<file path="src/rtl/fp_mul_rr_scheduler.sv">
`default_nettype none
// ============================================================================
// Module   : fp_mul_rr_scheduler
// Brief    : Round-robin sharing of one pipelined float multiplier between
//            NREQ requesters, with a lockstep tag pipe routing results back.
// Revision : 1.0 - initial release
// ============================================================================
module fp_mul_rr_scheduler #(
    parameter int NREQ = 2,
    parameter int LAT  = 3,
    parameter int IDW  = 2
) (
    input  logic                 clk,
    input  logic                 rst,
    input  logic [NREQ-1:0]      req_valid,
    input  logic [31*NREQ-1:0]   req_a,
    input  logic [31*NREQ-1:0]   req_b,
    input  logic [NREQ-1:0]      req_error,
    output logic [NREQ-1:0]      req_ready,
    output logic                 mul_valid,
    output logic [30:0]          mul_a,
    output logic [30:0]          mul_b,
    output logic                 mul_error,
    output logic                 backprn,
    input  logic                 mul_ready,
    input  logic [30:0]          mul_float,
    input  logic                 mul_error_in,
    output logic [NREQ-1:0]      rsp_valid,
    output logic [30:0]          rsp_float,
    output logic                 rsp_error,
    input  logic [NREQ-1:0]      rsp_ready,
    output logic                 busy,
    output logic                 tag_err
);

    logic [IDW-1:0] r_ptr;
    logic [LAT-1:0] r_tv;
    logic [IDW-1:0] r_tid [LAT];
    logic           r_tag_err;

    logic           w_head_v;
    logic [IDW-1:0] w_head_id;
    logic           w_head_rdy;
    logic           w_any_hi;
    logic           w_any_lo;
    logic [IDW-1:0] w_gnt_hi;
    logic [IDW-1:0] w_gnt_lo;
    logic [IDW-1:0] w_gnt;
    logic           w_issue;
    logic [IDW-1:0] w_sel;

    assign w_head_v  = r_tv[LAT-1];
    assign w_head_id = r_tid[LAT-1];

    always_comb begin
        w_head_rdy = 1'b0;
        for (int i = 0; i < NREQ; i++) begin
            if (IDW'(i) == w_head_id) begin
                w_head_rdy = rsp_ready[i];
            end
        end
    end

    assign backprn = ~(w_head_v & ~w_head_rdy);

    // Round robin as two priority searches: lowest valid index at or above
    // the pointer, falling back to the lowest valid index overall (wrap).
    always_comb begin
        w_any_hi = 1'b0;
        w_any_lo = 1'b0;
        w_gnt_hi = '0;
        w_gnt_lo = '0;
        for (int i = NREQ - 1; i >= 0; i--) begin
            if (req_valid[i]) begin
                w_any_lo = 1'b1;
                w_gnt_lo = IDW'(i);
                if (IDW'(i) >= r_ptr) begin
                    w_any_hi = 1'b1;
                    w_gnt_hi = IDW'(i);
                end
            end
        end
    end

    assign w_gnt   = w_any_hi ? w_gnt_hi : w_gnt_lo;
    assign w_issue = w_any_lo & backprn;
    assign w_sel   = w_issue ? w_gnt : r_ptr;

    always_comb begin
        req_ready = '0;
        mul_a     = '0;
        mul_b     = '0;
        mul_error = 1'b0;
        rsp_valid = '0;
        for (int i = 0; i < NREQ; i++) begin
            req_ready[i] = w_issue & (IDW'(i) == w_gnt);
            rsp_valid[i] = w_head_v & mul_ready & (IDW'(i) == w_head_id);
            if (IDW'(i) == w_sel) begin
                mul_a     = req_a[31*i +: 31];
                mul_b     = req_b[31*i +: 31];
                mul_error = req_error[i];
            end
        end
    end

    assign mul_valid = w_issue;
    assign rsp_float = mul_float;
    assign rsp_error = mul_error_in;
    assign busy      = |r_tv;
    assign tag_err   = r_tag_err;

    always_ff @(posedge clk) begin
        if (rst) begin
            r_ptr     <= '0;
            r_tv      <= '0;
            r_tag_err <= 1'b0;
            for (int i = 0; i < LAT; i++) begin
                r_tid[i] <= '0;
            end
        end else begin
            if (mul_ready != w_head_v) begin
                r_tag_err <= 1'b1;
            end
            if (w_issue) begin
                r_ptr <= (w_gnt == IDW'(NREQ - 1)) ? '0 : w_gnt + 1'b1;
            end
            // The tag pipe freezes with the multiplier so IDs stay aligned.
            if (backprn) begin
                for (int i = LAT - 1; i > 0; i--) begin
                    r_tv[i]  <= r_tv[i-1];
                    r_tid[i] <= r_tid[i-1];
                end
                r_tv[0]  <= w_issue;
                r_tid[0] <= w_gnt;
            end
        end
    end

endmodule
`default_nettype wire

</file>
<file path="config.mk">
export PLATFORM = sky130hd
export DESIGN_NAME = fp_mul_rr_scheduler
export DESIGN_NICKNAME = d
export VERILOG_FILES = /design/src/rtl/fp_mul_rr_scheduler.sv
export SDC_FILE = /design/constraint.sdc
export NUM_CORES = 1
export LEC_CHECK = 0
export CAP_MARGIN = 20
export CORE_AREA = 2 2 103 105
export DETAILED_ROUTE_END_ITERATION = 8
export DIE_AREA = 0 0 105 107
export PLACE_DENSITY_LB_ADDON = 0.15
export SLEW_MARGIN = 40
export SYNTH_ARGS = -nofsm -noshare
export SYNTH_HDL_FRONTEND = slang
export SYNTH_SLANG_ARGS = --single-unit
</file>
<file path="constraint.sdc">
create_clock -name clk -period 3 [get_ports clk]
set_clock_uncertainty 0.05 [all_clocks]
set_input_delay 0.75 -clock clk [delete_from_list [all_inputs] [get_ports clk]]
set_output_delay 0.75 -clock clk [all_outputs]
set_load 0.02 [all_outputs]
</file>
**Word-level counts from Yosys, hierarchy flattened**

Memory sizes are Yosys's and may differ from the RTL's.
Index checks and enable logic that the tools add are counted.

- Add/subtract/negate cells: 1
- Magnitude comparators: 2
- Equality and inequality tests: 5
- Mux-type cells: 31
- Bitwise operators: 12
- Reduce and logical (&&, ||, !) cells: 4

Operator list:

| cell | count |
|---|---|
| 2-to-1 mux 31 bit | 4 |
| 2-to-1 mux 1 bit | 18 |
| 2-to-1 mux 2 bit | 9 |
| bitwise AND 1 bit | 7 |
| equality test 1 x 2 -> 1 bit, first input constant | 3 |
| logical NOT 2 bit | 3 |
| greater-or-equal comparator 1 x 2 -> 1 bit, first input constant | 2 |
| OR 1 bit | 3 |
| OR reduction 3 bit | 1 |
| adder 2 x 1 -> 2 bit, second input constant | 1 |
| equality test 2 x 1 -> 1 bit, second input constant | 1 |
| inverter 1 bit | 2 |
| != test 1 bit | 1 |

- Register bits: 6
- Bits in writable memories: 6
- Input bits: 165
- Output and inout bits: 103
- Word-level logic and storage cells: 59
- Memories kept: 1

Memory list:

| name | depth | width | rd ports | clocked after Yosys merged registers in | write ports | line | source |
|---|---|---|---|---|---|---|---|
| r_tid | 3 | 2 | 3 | 0 | 3 | 38 | `logic [IDW-1:0] r_tid [LAT];` |

**Logic depth before layout (Yosys ltp)**

An unclocked memory read counts as a cell.

- Depth after elaboration: 12
- Depth in mapped cells: 6

**Worst setup path before layout**

No wires, ideal clock.

- Path type: input to output
- Start: input req_valid[1]
- End: output mul_b[10]
- Data arrival time: 2.136 ns
- Required time: 2.200 ns
- Slack: 0.064 ns
- Cell stages on the path: 6
- Path through: nand2b_1 -> buf_2 -> a22oi_4 -> buf_4 -> o22ai_1 -> a221oi_1

- Longest elaborated chain between the ends: 8
- Elaborated cells on any way between the ends: 17

Ends and longest elaborated chain:

| element | line | source |
|---|---|---|
| start, declared | 15 | `input logic [NREQ-1:0] req_valid,` |
| 2-to-1 mux 1 bit | 74 | `if (req_valid[i]) begin` |
| 2-to-1 mux 2 bit or 2-to-1 mux 1 bit (tied branches) | 77 | `if (IDW'(i) >= r_ptr) begin` |
| 2-to-1 mux 2 bit or 2-to-1 mux 1 bit (tied branches) | 74 |  |
| 2-to-1 mux 2 bit | 85 | `assign w_gnt = w_any_hi ? w_gnt_hi : w_gnt_lo;` |
| 2-to-1 mux 2 bit (*) | 87 | `assign w_sel = w_issue ? w_gnt : r_ptr;` |
| logical NOT 2 bit | 98 | `if (IDW'(i) == w_sel) begin` |
| 2-to-1 mux 31 bit | 98 |  |
| 2-to-1 mux 31 bit (*) | 98 |  |
| end, declared | 22 | `output logic [30:0] mul_b,` |

Every way passes the cells marked *; elsewhere a longest branch is shown, timed or not.

**Worst setup path after layout**

- Start: input rsp_ready[0]
- End: output mul_b[11]

- Longest elaborated chain between the ends: 10
- Elaborated cells on any way between the ends: 11

Ends and longest elaborated chain:

| element | line | source |
|---|---|---|
| start, declared | 31 | `input logic [NREQ-1:0] rsp_ready,` |
| 2-to-1 mux 1 bit (*) (2 in series) | 58 | `if (IDW'(i) == w_head_id) begin` |
| inverter 1 bit (*) | 64 | `assign backprn = ~(w_head_v & ~w_head_rdy);` |
| bitwise AND 1 bit (*) | 64 |  |
| inverter 1 bit (*) | 64 |  |
| bitwise AND 1 bit (*) | 86 | `assign w_issue = w_any_lo & backprn;` |
| 2-to-1 mux 2 bit (*) | 87 |  |
| logical NOT 2 bit | 98 |  |
| 2-to-1 mux 31 bit | 98 |  |
| 2-to-1 mux 31 bit (*) | 98 |  |

Marks and branches as above.

==> flow_metrics.env <==
export IMPL_status="complete, but fails checks"
export IMPL_violations="negative setup slack"
export IMPL_die_width_um=105
export IMPL_clockBufferDepth=2
export IMPL_slew_headroom_pct=61.4
export IMPL_design_core_area_um2=10100
export IMPL_via_per_inst=6.32
export IMPL_final_common_cell="clkdlybuf4s50_1"
export IMPL_maxCapViolCount=0
export IMPL_grtUsageMet3_pct=6.02
export IMPL_diodes=0
export IMPL_place_hpwl_mm=10.1
export IMPL_drt_iter0_markers=264
export IMPL_p_per_area_nw_per_um2=276
export IMPL_ys_warn_count=0
export IMPL_synthTopCellsByArea="o22ai_1, a221oi_2, a211oi_1, nor2b_1, buf_4"
export IMPL_start_kind="input port"
export IMPL_synth_area_um2=3430
export IMPL_p_clk_share_pct=7.9
export IMPL_p_int_w=0.000903
export IMPL_vias=4986
export IMPL_p_comb_share_pct=84.6
export IMPL_use_met2_pct=46.0
export IMPL_grt_max_degree=73
export IMPL_clk_pin_slew_ps=40
export IMPL_cts_tree="yes"
export IMPL_io_pins=268
export IMPL_finish_instance_area_um2=6220
export IMPL_wl_per_cell_um=20.3
export IMPL_clock_fmax_ghz=0.333
export IMPL_start_util_pct=34.0
export IMPL_die_y_um=107
export IMPL_postPlaceCellArea_um2=5850
export IMPL_cts_buffers=3
export IMPL_ctsHtreeMaxLevel=1
export IMPL_mostFrequentLayoutCells="clkdlybuf4s50_1, o22ai_1, buf_4, nor2b_1, a221oi_2"
export IMPL_clockRootBuffer="clkbuf_8"
export IMPL_fin_ws_ps=-1.30
export IMPL_worstHoldPathType="reg2reg"
export IMPL_p_leak_nw=2.32
export IMPL_power_switching_w=0.000816
export IMPL_cts_sinks=8
export IMPL_setup_tns_ps=-1.30
export IMPL_grt_overflow=0
export IMPL_multiInputGateArea_um2=3080
export IMPL_grt_usage_pct=26.1
export IMPL_busiest_layer="met2"
export IMPL_cp_data_required_time_ps=2200
export IMPL_syn_avg_cell_area_um2=7.61
export IMPL_ir_drop_v=0.000165
export IMPL_grt_pass1_vias=4886
export IMPL_cp_max_fo=10
export IMPL_hold_viol_final=0
export IMPL_p_total_w=0.00172
export IMPL_ys_ff_latch=8
export IMPL_critPathSlowestCell="mux2_4"
export IMPL_max_stage_delay_ps=380
export IMPL_nets=820
export IMPL_drc=0
export IMPL_maxSlewViolCount=0
export IMPL_cp_cell_sequence="dlygate4sd2_1, mux2_4, bufbuf_16, a221oi_1, buf_2"
export IMPL_swShare_pct=47.5
export IMPL_gp_congestion=0.844
export IMPL_tightest_slew_ps=580
export IMPL_synth_top_area_share_pct=23.0
export IMPL_finalCriticalPeriod_ps=3000
export IMPL_crit_arrival_ps=2200
export IMPL_synth_top_cell_by_area="o22ai_1"
export IMPL_syn_nets=617
export IMPL_wl_mm=16.1
export IMPL_setup_viol=1
export IMPL_dr_pass1_iters=5
export IMPL_seqPwrFrac_pct=7.5
export IMPL_syn_to_final_growth_pct=81.4
export IMPL_syn_inst=451
export IMPL_port_buffers=203
export IMPL_min_period_over_period_pct=100
export IMPL_grt_antenna_before_repair=0
export IMPL_crit_type="in2out"
export IMPL_rsz0062_at_grt="yes"
export IMPL_layout_drive_gt1_share_pct=42.1
export IMPL_fp_row_count=37
export IMPL_grt_first_pass_wirelength_mm=24.7
export IMPL_met1_usage_pct=31.4
export IMPL_end_kind="primary output"
export IMPL_drt_antenna_violating_nets=0
export IMPL_yosysUniqueCellTypes=27
export IMPL_fillers=946
export IMPL_clk_latency_ps=230
export IMPL_ys_seq_area_share_pct=5.54
export IMPL_seq_area_um2=198
export IMPL_dieArea_um2=11200
export IMPL_hold_buffers=0
[final timing paths]
check / cells after the start / to / from / slack (ps)
worst max-delay path: 5 / mul_b[11] / rsp_ready[0] / -1
worst max register to register: 6 / r_ptr[0]$_SDFFE_PP0P_ / r_tid[0][4]$_SDFFCE_PN0P_ / 1130
worst min register to register: 2 / tag_err$_SDFFE_PP0P_ / tag_err$_SDFFE_PP0P_ / 420
worst min-delay path: 2 / tag_err$_SDFFE_PP0P_ / tag_err$_SDFFE_PP0P_ / 420
[layout make-up]
class / count / area share (%)
repair buffers: 290 / 43.7
flip-flops and latches: 8 / 3.18
clock buffers: 4 / 0.724
inverters: 3 / 0.181
well taps: 136 / 2.73
multi-input cells: 348 / 49.5
[per-stage QoR]
step           setup WS, ps  util, %  hold WS [ps]  instances
2_1_floorplan          63.6        -           391        451
3_3_place_gp           -813     57.9           397        770
3_5_place_dp           -818     57.9           418        770
4_1_cts                4.91     60.4           426        788
5_1_grt               -13.8     61.7           446        789
6_report              -1.30     61.7           417        789
[critical path: cells and delay by family]
kind | cells | cell delay, ps
mux | 1 | 380
buf+inv | 3 | 800
compound gates | 1 | 270
[flip-flops by register name (all words and copies together) (netlist names)]
signal   cells
r_ptr        1
r_tid        3
r_tv         3
tag_err      1
[power groups by stage]
stage	combinational, W	sequential, W	clock (W)
2_1_floorplan	0.000772	0.000128	0
3_3_place_gp	0.00135	0.000129	0
3_5_place_dp	0.00137	0.000130	0
4_1_cts	0.00141	0.000129	0.000140
5_1_grt	0.00154	0.000130	0.000149
6_report	0.00145	0.000129	0.000136
[synth_stat cells]
master and count:
clkbuf_1 34, nor2b_1 64, nand2b_1 1, nor3b_1 2, and2b_1 1, buf_2 27, nor2_1 8, nor3_1 1
a311oi_1 1, or3_1 2, o22ai_1 126, a22oi_4 1, nor2_2 1, inv_1 3, o21ai_0 1, and2_1 1
dfxtp_1 5, o22a_1 1, edfxtp_1 3, a221oi_1 13, ha_1 1, nand2_1 3, mux2_2 1, buf_4 33
a21oi_1 2, a221oi_2 50, a211oi_1 65
[metal layers]
| layer | vias up | wire, um |
|---|---|---|
| met1 | 2435 | 6510 |
| met5 | - | 0 |
| met4 | 0 | 422 |
| li1 | 2284 | - |
| met2 | 234 | 7830 |
| met3 | 33 | 1290 |
[what timing repair did]
item,in CTS,in global routing
pin swaps,1,1
endpoints found under the setup margin,67,35
buffers inserted,6,1
cloned,8,0
resized for setup,335,37
endpoints found under the hold margin,0,0
[cells by family after synthesis]
family / Yosys count / synth area share (%)
mux: 1 / 0.328
flops: 8 / 5.54
compound gates: 260 / 64.0
buf+inv: 97 / 15.2
simple gates: 84 / 14.6
fa+ha+maj: 1 / 0.365
No activity file was read; power rests on OpenSTA's default activity.
